--- config.mk ---
export PLATFORM = sky130hd
export DESIGN_NAME = serial_subtractor
export DESIGN_NICKNAME = d
export VERILOG_FILES = /design/src/rtl/serial_subtractor.sv
export SDC_FILE = /design/constraint.sdc
export NUM_CORES = 1
export LEC_CHECK = 0
export ABC_AREA = 1
export CORE_ASPECT_RATIO = 0.8
export CORE_MARGIN = 10
export CORE_UTILIZATION = 50
export CTS_BUF_LIST = sky130_fd_sc_hd__clkbuf_4 sky130_fd_sc_hd__clkbuf_8
export CTS_CLUSTER_SIZE = 8
export DETAILED_ROUTE_END_ITERATION = 6
export PLACE_DENSITY = 0.77
export SLEW_MARGIN = 20
export SYNTH_ARGS = -nofsm -noshare
export SYNTH_HDL_FRONTEND = slang
export SYNTH_SLANG_ARGS = --single-unit
--- constraint.sdc ---
create_clock -name clk -period 1.5 [get_ports clk]
set_input_delay 0.3 -clock clk [delete_from_list [all_inputs] [get_ports clk]]
set_output_delay 0.3 -clock clk [all_outputs]
set_load 0.1 [all_outputs]
--- src/rtl/serial_subtractor.sv ---
// Bit-serial subtractor: computes a - b - bin one bit per clock, LSB first,
// using a single full-subtractor cell, operand shift registers and a bit counter.
module serial_subtractor #(
    parameter int WIDTH = 4
) (
    input  logic             clk,
    input  logic             rst,
    input  logic             start,
    input  logic [WIDTH-1:0] a,
    input  logic [WIDTH-1:0] b,
    input  logic             bin,
    output logic             busy,
    output logic             done,
    output logic [WIDTH-1:0] diff,
    output logic             bout
);

    localparam int CW = (WIDTH > 1) ? $clog2(WIDTH) : 1;
    localparam logic [CW-1:0] LAST_BIT = CW'(WIDTH - 1);

    localparam logic [1:0] ST_IDLE = 2'd0;
    localparam logic [1:0] ST_RUN  = 2'd1;
    localparam logic [1:0] ST_DONE = 2'd2;

    logic [1:0]       state_q, state_d;
    logic [WIDTH-1:0] a_q, a_d;
    logic [WIDTH-1:0] b_q, b_d;
    logic             br_q, br_d;
    logic [WIDTH-1:0] r_q, r_d;
    logic [CW-1:0]    cnt_q, cnt_d;
    logic [WIDTH-1:0] diff_q, diff_d;
    logic             bout_q, bout_d;

    logic d_bit;
    logic br_next;
    logic ready;

    // One full-subtractor cell on the current LSBs; the borrow ripples through br_q.
    always_comb begin
        d_bit   = a_q[0] ^ b_q[0] ^ br_q;
        br_next = (~a_q[0] & b_q[0]) | (~(a_q[0] ^ b_q[0]) & br_q);
        ready   = (state_q == ST_IDLE) || (state_q == ST_DONE);

        state_d = state_q;
        a_d     = a_q;
        b_d     = b_q;
        br_d    = br_q;
        r_d     = r_q;
        cnt_d   = cnt_q;
        diff_d  = diff_q;
        bout_d  = bout_q;

        if (ready) begin
            if (start) begin
                a_d     = a;
                b_d     = b;
                br_d    = bin;
                r_d     = '0;
                cnt_d   = '0;
                state_d = ST_RUN;
            end else begin
                state_d = ST_IDLE;
            end
        end else if (state_q == ST_RUN) begin
            a_d   = a_q >> 1;
            b_d   = b_q >> 1;
            br_d  = br_next;
            r_d   = {d_bit, r_q[WIDTH-1:1]};
            cnt_d = cnt_q + CW'(1);
            // The last bit is folded straight into the published result on this edge.
            if (cnt_q == LAST_BIT) begin
                diff_d  = {d_bit, r_q[WIDTH-1:1]};
                bout_d  = br_next;
                state_d = ST_DONE;
            end
        end else begin
            state_d = ST_IDLE;
        end
    end

    always_ff @(posedge clk or posedge rst) begin
        if (rst) begin
            state_q <= ST_IDLE;
            a_q     <= '0;
            b_q     <= '0;
            br_q    <= 1'b0;
            r_q     <= '0;
            cnt_q   <= '0;
            diff_q  <= '0;
            bout_q  <= 1'b0;
        end else begin
            state_q <= state_d;
            a_q     <= a_d;
            b_q     <= b_d;
            br_q    <= br_d;
            r_q     <= r_d;
            cnt_q   <= cnt_d;
            diff_q  <= diff_d;
            bout_q  <= bout_d;
        end
    end

    assign busy = (state_q == ST_RUN);
    assign done = (state_q == ST_DONE);
    assign diff = diff_q;
    assign bout = bout_q;

endmodule

[Yosys cells after proc, flatten, opt, wreduce, memory -nomap -nowiden]
Cells that the tools add are included.
Word-level totals
  register bits: 22
  input port bits: 12
  output and inout port bits: 7
  word-level logic and storage cells: 46
Cells by class
  add/subtract/negate cells: 1
  eq/ne operators: 5
  muxes and demuxes: 19
  bitwise logic cells: 8
  reductions and logical operators: 5
Operators with widths (number)
  4-bit two-way mux: 9
  2-bit two-way mux: 6
  2-bit equality test, second input constant: 2
  1-bit two-way mux: 4
  3-bit by 1-bit inequality test with 1-bit output, second input constant: 1
  1-bit inverter: 3
  3-bit AND reduction: 1
  2-bit by 1-bit adder with 2-bit output, second input constant: 1
  1-bit bitwise AND: 2
  2-bit by 1-bit equality test with 1-bit output, second input constant: 1
  2-bit zero test: 1
  2-bit inequality test, second input constant: 1
  2-bit AND reduction: 1
  2-bit nonzero test: 1
  1-bit bitwise XOR: 2
  1-bit logical OR: 1
  1-bit OR: 1

[Longest topological paths before layout]
Gate-level depths: netlist of the first run.
  word-level depth: 6
  mapped depth: 7
  gate-level depth less buffers: 7

[Worst setup path before layout of the first run]
No wires, ideal clock.
  path type: register to output
  start: register state_q[0]
  end: output port done
  data arrival time: 1806 ps
  required time: 1200 ps
  slack: -606 ps
  cell stages (with the launch flop): 3
  cell sequence: dfrtp_1 > buf_4 > nor2_1
Between the ends
  longest elaborated chain between the ends: 1
RTL lines
  start: declaration: RTL line 25  | logic [1:0] state_q, state_d;
  start signal: assignment: RTL line 92  | state_q <= state_d;
  2-bit equality test: RTL line 104  | assign done = (state_q == ST_DONE);
  end: declaration: RTL line 13  | output logic done,
No other way between the ends.

[Worst setup path in the final report of the first run]
  start: register state_q[0]
  end: output port busy
Between the ends
  longest elaborated chain between the ends: 1
RTL lines
  2-bit by 1-bit equality test with 1-bit output: RTL line 103  | assign busy = (state_q == ST_RUN);
  end: declaration: RTL line 12  | output logic busy,
No other way between the ends.

==> qor.txt, run 1 <==
TritonCTS buffer count - 3
Placed cell areas - 0.00127 mm²
Post-Synthesis Cell Area - 991 µm²
Via-to-Cell Ratio - 4.82
FF+latch count, synth - 21
First-pass DRT Iterations - 4
Buf/Inv on CP - 2
Initial Util - 0.529
Cell Chain, Critical Path - inv_2 -> nor2_4 -> buf_12
Yosys top cell by area - dfrtp_1
Final WL - 2130 µm
CP endpoint kind - output port
Antenna viol nets, final - 0
RSZ-0062 raised after global routing - no
Final nets - 159
Status - completed
Area contributors post-synth - dfrtp_1 (53%), nand2_1 (22%), nand3_1 (10%)
Filler cells - 145
# DRC - 0
Max Freq - 687 MHz
Layout cell share with drive strength beyond 1 - 0.160
Pin count of the biggest net entering global routing - 22
Clk root buf - clkbuf_4
Area of the multi-input gates - 410 µm²
Crit-path max cell delay - 0.41 ns
Vias in the first global route - 755
Final Hold Fails - 0
Syn avg cell area - 8.19 µm²
Ports - 19
Core area - 0.00187 mm²
Final Cell Area - 0.00132 mm²
Max Cap Viol - 0
Drt wl/cell - 12.7 µm
YS warnings - 0
# setup viols final - 0
Htree depth - 1
Sequential cell area fraction in the yosys report - 0.530
Delay-heaviest family, CP - flip-flops
Top-area cell type share of the netlist area - 0.530
Async SR Flop Fraction - 1.00
Worst Reg-to-Reg Cells - 6
Sequential Area - 526 µm²
Later-pin clock latency in the skew report - 0.31 ns
End of the critical path - busy
Max-slew violation count - 0
First-pass GRT wire length - 3610 µm
EDFF count, synth - 0
Minimum clock period - 1.46 ns
VDD IR max - 1.87 mV
Die height - 59.8 µm
PortBufs - 18
Worst slew pin tran - 0.260 ns
DRT iter0 DRCs - 35
Die Wd - 69.8 µm
Distinct cells, synth - 14
Reg2reg setup slack - 0.22 ns
Hold Crit Class - input port to asynchronous set/reset pin
FP Rows - 14
Final Skew - 0.00406 ns
RD Place Congestion - 0.798
Required @ worst endpoint - 1.20 ns
Total Routing Usage GR - 0.109
Critical Path AT - 1.16 ns
Detailed placer's ending HPWL - 1590 µm
# diodes - 0
Top FF cell, synth - dfrtp_1
Mapped Nets - 135
Gate Count Post-Synth - 121
Initial antenna violation count - 0
CTS tree - built
Die area - 0.00417 mm²
Reg-to-Reg End - br_q
Hold Buf Count CTS - 0
Most common cell after layout, fill and taps aside - nand2_1
Worst Setup SP - state_q[0]
Layout area overhead - 33.0%
Routed vias - 810
Relative slew slack - 0.826
WS Path Type - flop to output port
Most frequent cells in the layout - nand2_1 (59), dfrtp_1 (21), nand3_1 (20)
Clock Path Buffers - 2
CTS sink count - 21
R2R Path Start - state_q[0]
Levels on crit path - 3
Total Neg Setup Slack - 0 ns
CTS clk-pin slew, worst paths - 0.12 ns
Slowest stage cell, crit path - dfrtp_1
Power Density - 2550 mW/mm²
Element type at the critical path start - flop
GR Overflow Total - 0
CP max FO - 9
Leakage - 0.718 nW
Crit share post-route - 0.971
==> state kept, by name (all words and copies together), names as in the netlist <==
name     count
a_q          4
b_q          4
bout         1
br_q         1
cnt_q        2
diff         4
r_q          3
state_q      2
==> power by group <==
part	switching, mW	internal (mW)	total [mW]
clock	0.177	0.122	0.299
sequential	0.190	0.819	1.01
combinational	1.34	0.714	2.05
total	1.70	1.66	3.36
==> cells in the mapped netlist (2+ instances only) <==
master and number:
inv_1 8, buf_4 3, dfrtp_1 21, nand2_1 59
nand3_1 20, nand2_4 2
==> through the flow <==
stage / hold WS, ns / cells / utilization / total power, mW / setup slack, ns
3_3_place_gp: 0.487 / 163 / 0.680 / 2.98 / 0.209
3_5_place_dp: 0.488 / 163 / 0.680 / 3.03 / 0.163
6_report: 0.306 / 168 / 0.703 / 3.36 / 0.0437
5_1_grt: 0.356 / 168 / 0.703 / 3.57 / 0.00977
2_1_floorplan: 0.277 / 121 / - / 2.40 / 0.165
4_1_cts: 0.324 / 168 / 0.700 / 3.35 / 0.0205
==> worst min-delay path, delay by kind of cell <==
| family | cells | cell delay (ns) |
|---|---|---|
| buf+inv | 3 | 0.72 |
==> how the worst min path moves through the flow <==
stage            from  endpoint  slack, ns  cells past startpoint
3_3_place_gp   b_q[3]    b_q[3]       0.49                      2
5_1_grt           rst    r_q[1]       0.36                      3
2_1_floorplan     rst    a_q[0]       0.28                      1
6_report          rst  cnt_q[1]       0.31                      3
3_5_place_dp   a_q[3]    a_q[3]       0.49                      2
4_1_cts           rst  cnt_q[1]       0.32                      3
==> what timing repair did <==
| action | in CTS | in global routing |
|---|---|---|
| setup endpoints to repair | 1 | 2 |
| resized for setup | 0 | 2 |
| buffers inserted | 1 | 0 |
| pin swaps | 0 | 1 |
==> cell type report <==
class,count,share of cell area
Clock buffer,4,0.0228
Inverter,9,0.0256
Multi-Input combinational cell,87,0.311
Sequential cell,21,0.399
Tap cell,24,0.0228
Timing Repair Buffer,23,0.218
==> routing by layer <==
metal / part of all wire / vias up / GRT usage
met2: 0.43 / 19 / 0.177
met4: 0.011 / 0 / 0.0337
met5: 0 / - / 0
met3: 0.086 / 5 / 0.0579
li1: - / 421 / -
met1: 0.47 / 365 / 0.121
==> cells by family after synthesis <==
logic type                 count (synthesis)  synth area share
and+or+nand+nor                           84             0.364
DFF                                       21             0.530
AOI/OAI and AO/OA                          1           0.00505
buffers and inverters                     13            0.0682
adders and majority gates                  2            0.0328
(Power assumes the default switching activity.)
==> run 2: changes to the inputs <==
--- a/config.mk
+++ b/config.mk
@@ -13,6 +13,8 @@
 export CTS_CLUSTER_SIZE = 8
 export DETAILED_ROUTE_END_ITERATION = 6
 export PLACE_DENSITY = 0.77
+export REMOVE_ABC_BUFFERS = 1
+export SKIP_CTS_REPAIR_TIMING = 1
 export SLEW_MARGIN = 20
 export SYNTH_ARGS = -nofsm -noshare
 export SYNTH_HDL_FRONTEND = slang
==> qor.txt, run 2 (synthesized netlist as in run 1, its figures left out) <==
Placed cell areas - 0.00127 mm²
Drt wl/cell - 12.4 µm
GR Overflow Total - 0
# diodes - 0
Worst Reg-to-Reg Cells - 6
Core area - 0.00187 mm²
TritonCTS buffer count - 3
VDD IR max - 2.14 mV
Most common cell after layout, fill and taps aside - nand2_1
CTS sink count - 21
Status - completed
# setup viols final - 0
Crit share post-route - 0.992
Minimum clock period - 1.49 ns
Antenna viol nets, final - 0
Htree depth - 1
Crit-path max cell delay - 0.47 ns
Reg2reg setup slack - 0.25 ns
Placed Cells - 163
CTS tree - built
RD Place Congestion - 0.798
Power Density - 2520 mW/mm²
Layout area overhead - 33.6%
Die area - 0.00417 mm²
Critical Path AT - 1.19 ns
Final nets - 160
DRT iter0 DRCs - 14
CTS clk-pin slew, worst paths - 0.11 ns
Max Cap Viol - 0
Worst slew pin tran - 0.272 ns
Slowest stage cell, crit path - dfrtp_2
Via-to-Cell Ratio - 4.79
Initial Util - 0.529
Relative slew slack - 0.819
Final WL - 2090 µm
R2R Path Start - state_q[0]
RSZ-0062 raised after global routing - yes
Leakage - 0.722 nW
Ports - 19
# DRC - 0
Detailed placer's ending HPWL - 1570 µm
Clk root buf - clkbuf_4
Delay-heaviest family, CP - flip-flops
Final Hold Fails - 0
Routed vias - 810
FP Rows - 14
Final Cell Area - 0.00132 mm²
Element type at the critical path start - flop
Most frequent cells in the layout - nand2_1 (59), nand3_1 (20), dfrtp_1 (20)
Later-pin clock latency in the skew report - 0.31 ns
Layout cell share with drive strength beyond 1 - 0.166
CP endpoint kind - output port
Cell Chain, Critical Path - clkinv_4 -> nor2_4 -> buf_12
Vias in the first global route - 803
Max-slew violation count - 0
Final Skew - 0.00126 ns
Total Routing Usage GR - 0.104
CP max FO - 5
Hold Crit Class - input port to asynchronous set/reset pin
Clock Path Buffers - 2
Non-filler cells, final - 169
Pin count of the biggest net entering global routing - 22
Required @ worst endpoint - 1.20 ns
PortBufs - 18
Die height - 59.8 µm
WS Path Type - flop to output port
First-pass GRT wire length - 3560 µm
Max Freq - 672 MHz
First-pass DRT Iterations - 4
Die Wd - 69.8 µm
Reg-to-Reg End - b_q[1]
Buf/Inv on CP - 2
Initial antenna violation count - 0
run 2: cell count changes in the layout (fill, tap and decap cells not counted):
cell | before | now
clkinv_2 | 0 | 1
clkbuf_4 | 4 | 3
clkinv_4 | 0 | 1
inv_1 | 7 | 8
dfrtp_2 | 0 | 1
dfrtp_1 | 21 | 20
nor2_2 | 0 | 1
nor2_4 | 2 | 1
inv_2 | 2 | 0
buf_4 | 5 | 6
run 2: area by class of cell:
| type | count | area (µm²) |
|---|---|---|
| Multi-Input combinational cell | 87 | 405 |
| Sequential cell | 21 | 527 |
| Fill cell | 140 | 551 |
| Clock buffer | 3 | 22.5 |
| Inverter | 9 | 38.8 |
| Timing Repair Buffer | 24 | 295 |
| Tap cell | 24 | 30.0 |
| Clock inverter | 1 | 5.00 |
run 2: worst max-delay path by stage:
stage / to / from / depth (start not counted)
after floorplan: done / state_q[0] / 1
after global placement: b_q[0] / start / 5
after detailed placement: b_q[1] / start / 5
after CTS: busy / state_q[0] / 3
after global routing: busy / state_q[0] / 3
final: busy / state_q[0] / 3
run 2: worst reg2reg max path, stage by stage (launching register included):
cell	delay, ns
dfrtp_2	0.47
clkinv_4	0.08
buf_4	0.17
nand2_4	0.16
nand2_2	0.13
nand2_1	0.08
nand2_1	0.05
run 2: stage by stage:
| step | TNS, ns | power (mW) | setup slack [ns] | util | hold WS (ns) |
|---|---|---|---|---|---|
| 6_report | 0 | 3.34 | 0.0121 | 0.706 | 0.303 |
| 5_1_grt | -0.0879 | 3.58 | -0.0541 | 0.706 | 0.319 |
| 4_1_cts | -0.164 | 3.29 | -0.133 | 0.691 | 0.299 |
| 3_5_place_dp | 0 | 3.01 | 0.175 | 0.676 | 0.496 |
| 3_3_place_gp | 0 | 2.96 | 0.196 | 0.676 | 0.491 |
| 2_1_floorplan | -5.23 | 2.30 | -0.587 | - | 0.277 |
run 2: where the power goes:
part | leakage, nW | internal (mW) | switching [mW]
logic | 0.438 | 0.730 | 1.31
registers | 0.266 | 0.821 | 0.210
clock network | 0.0177 | 0.0998 | 0.173
total | 0.722 | 1.65 | 1.69
run 2: layer usage:
layer	global-route usage	vias to the layer above	routed length (µm)
li1	-	424	-
met1	0.123	368	998
met2	0.166	14	969
met3	0.0414	4	101
met4	0.0421	0	20
met5	0	-	0
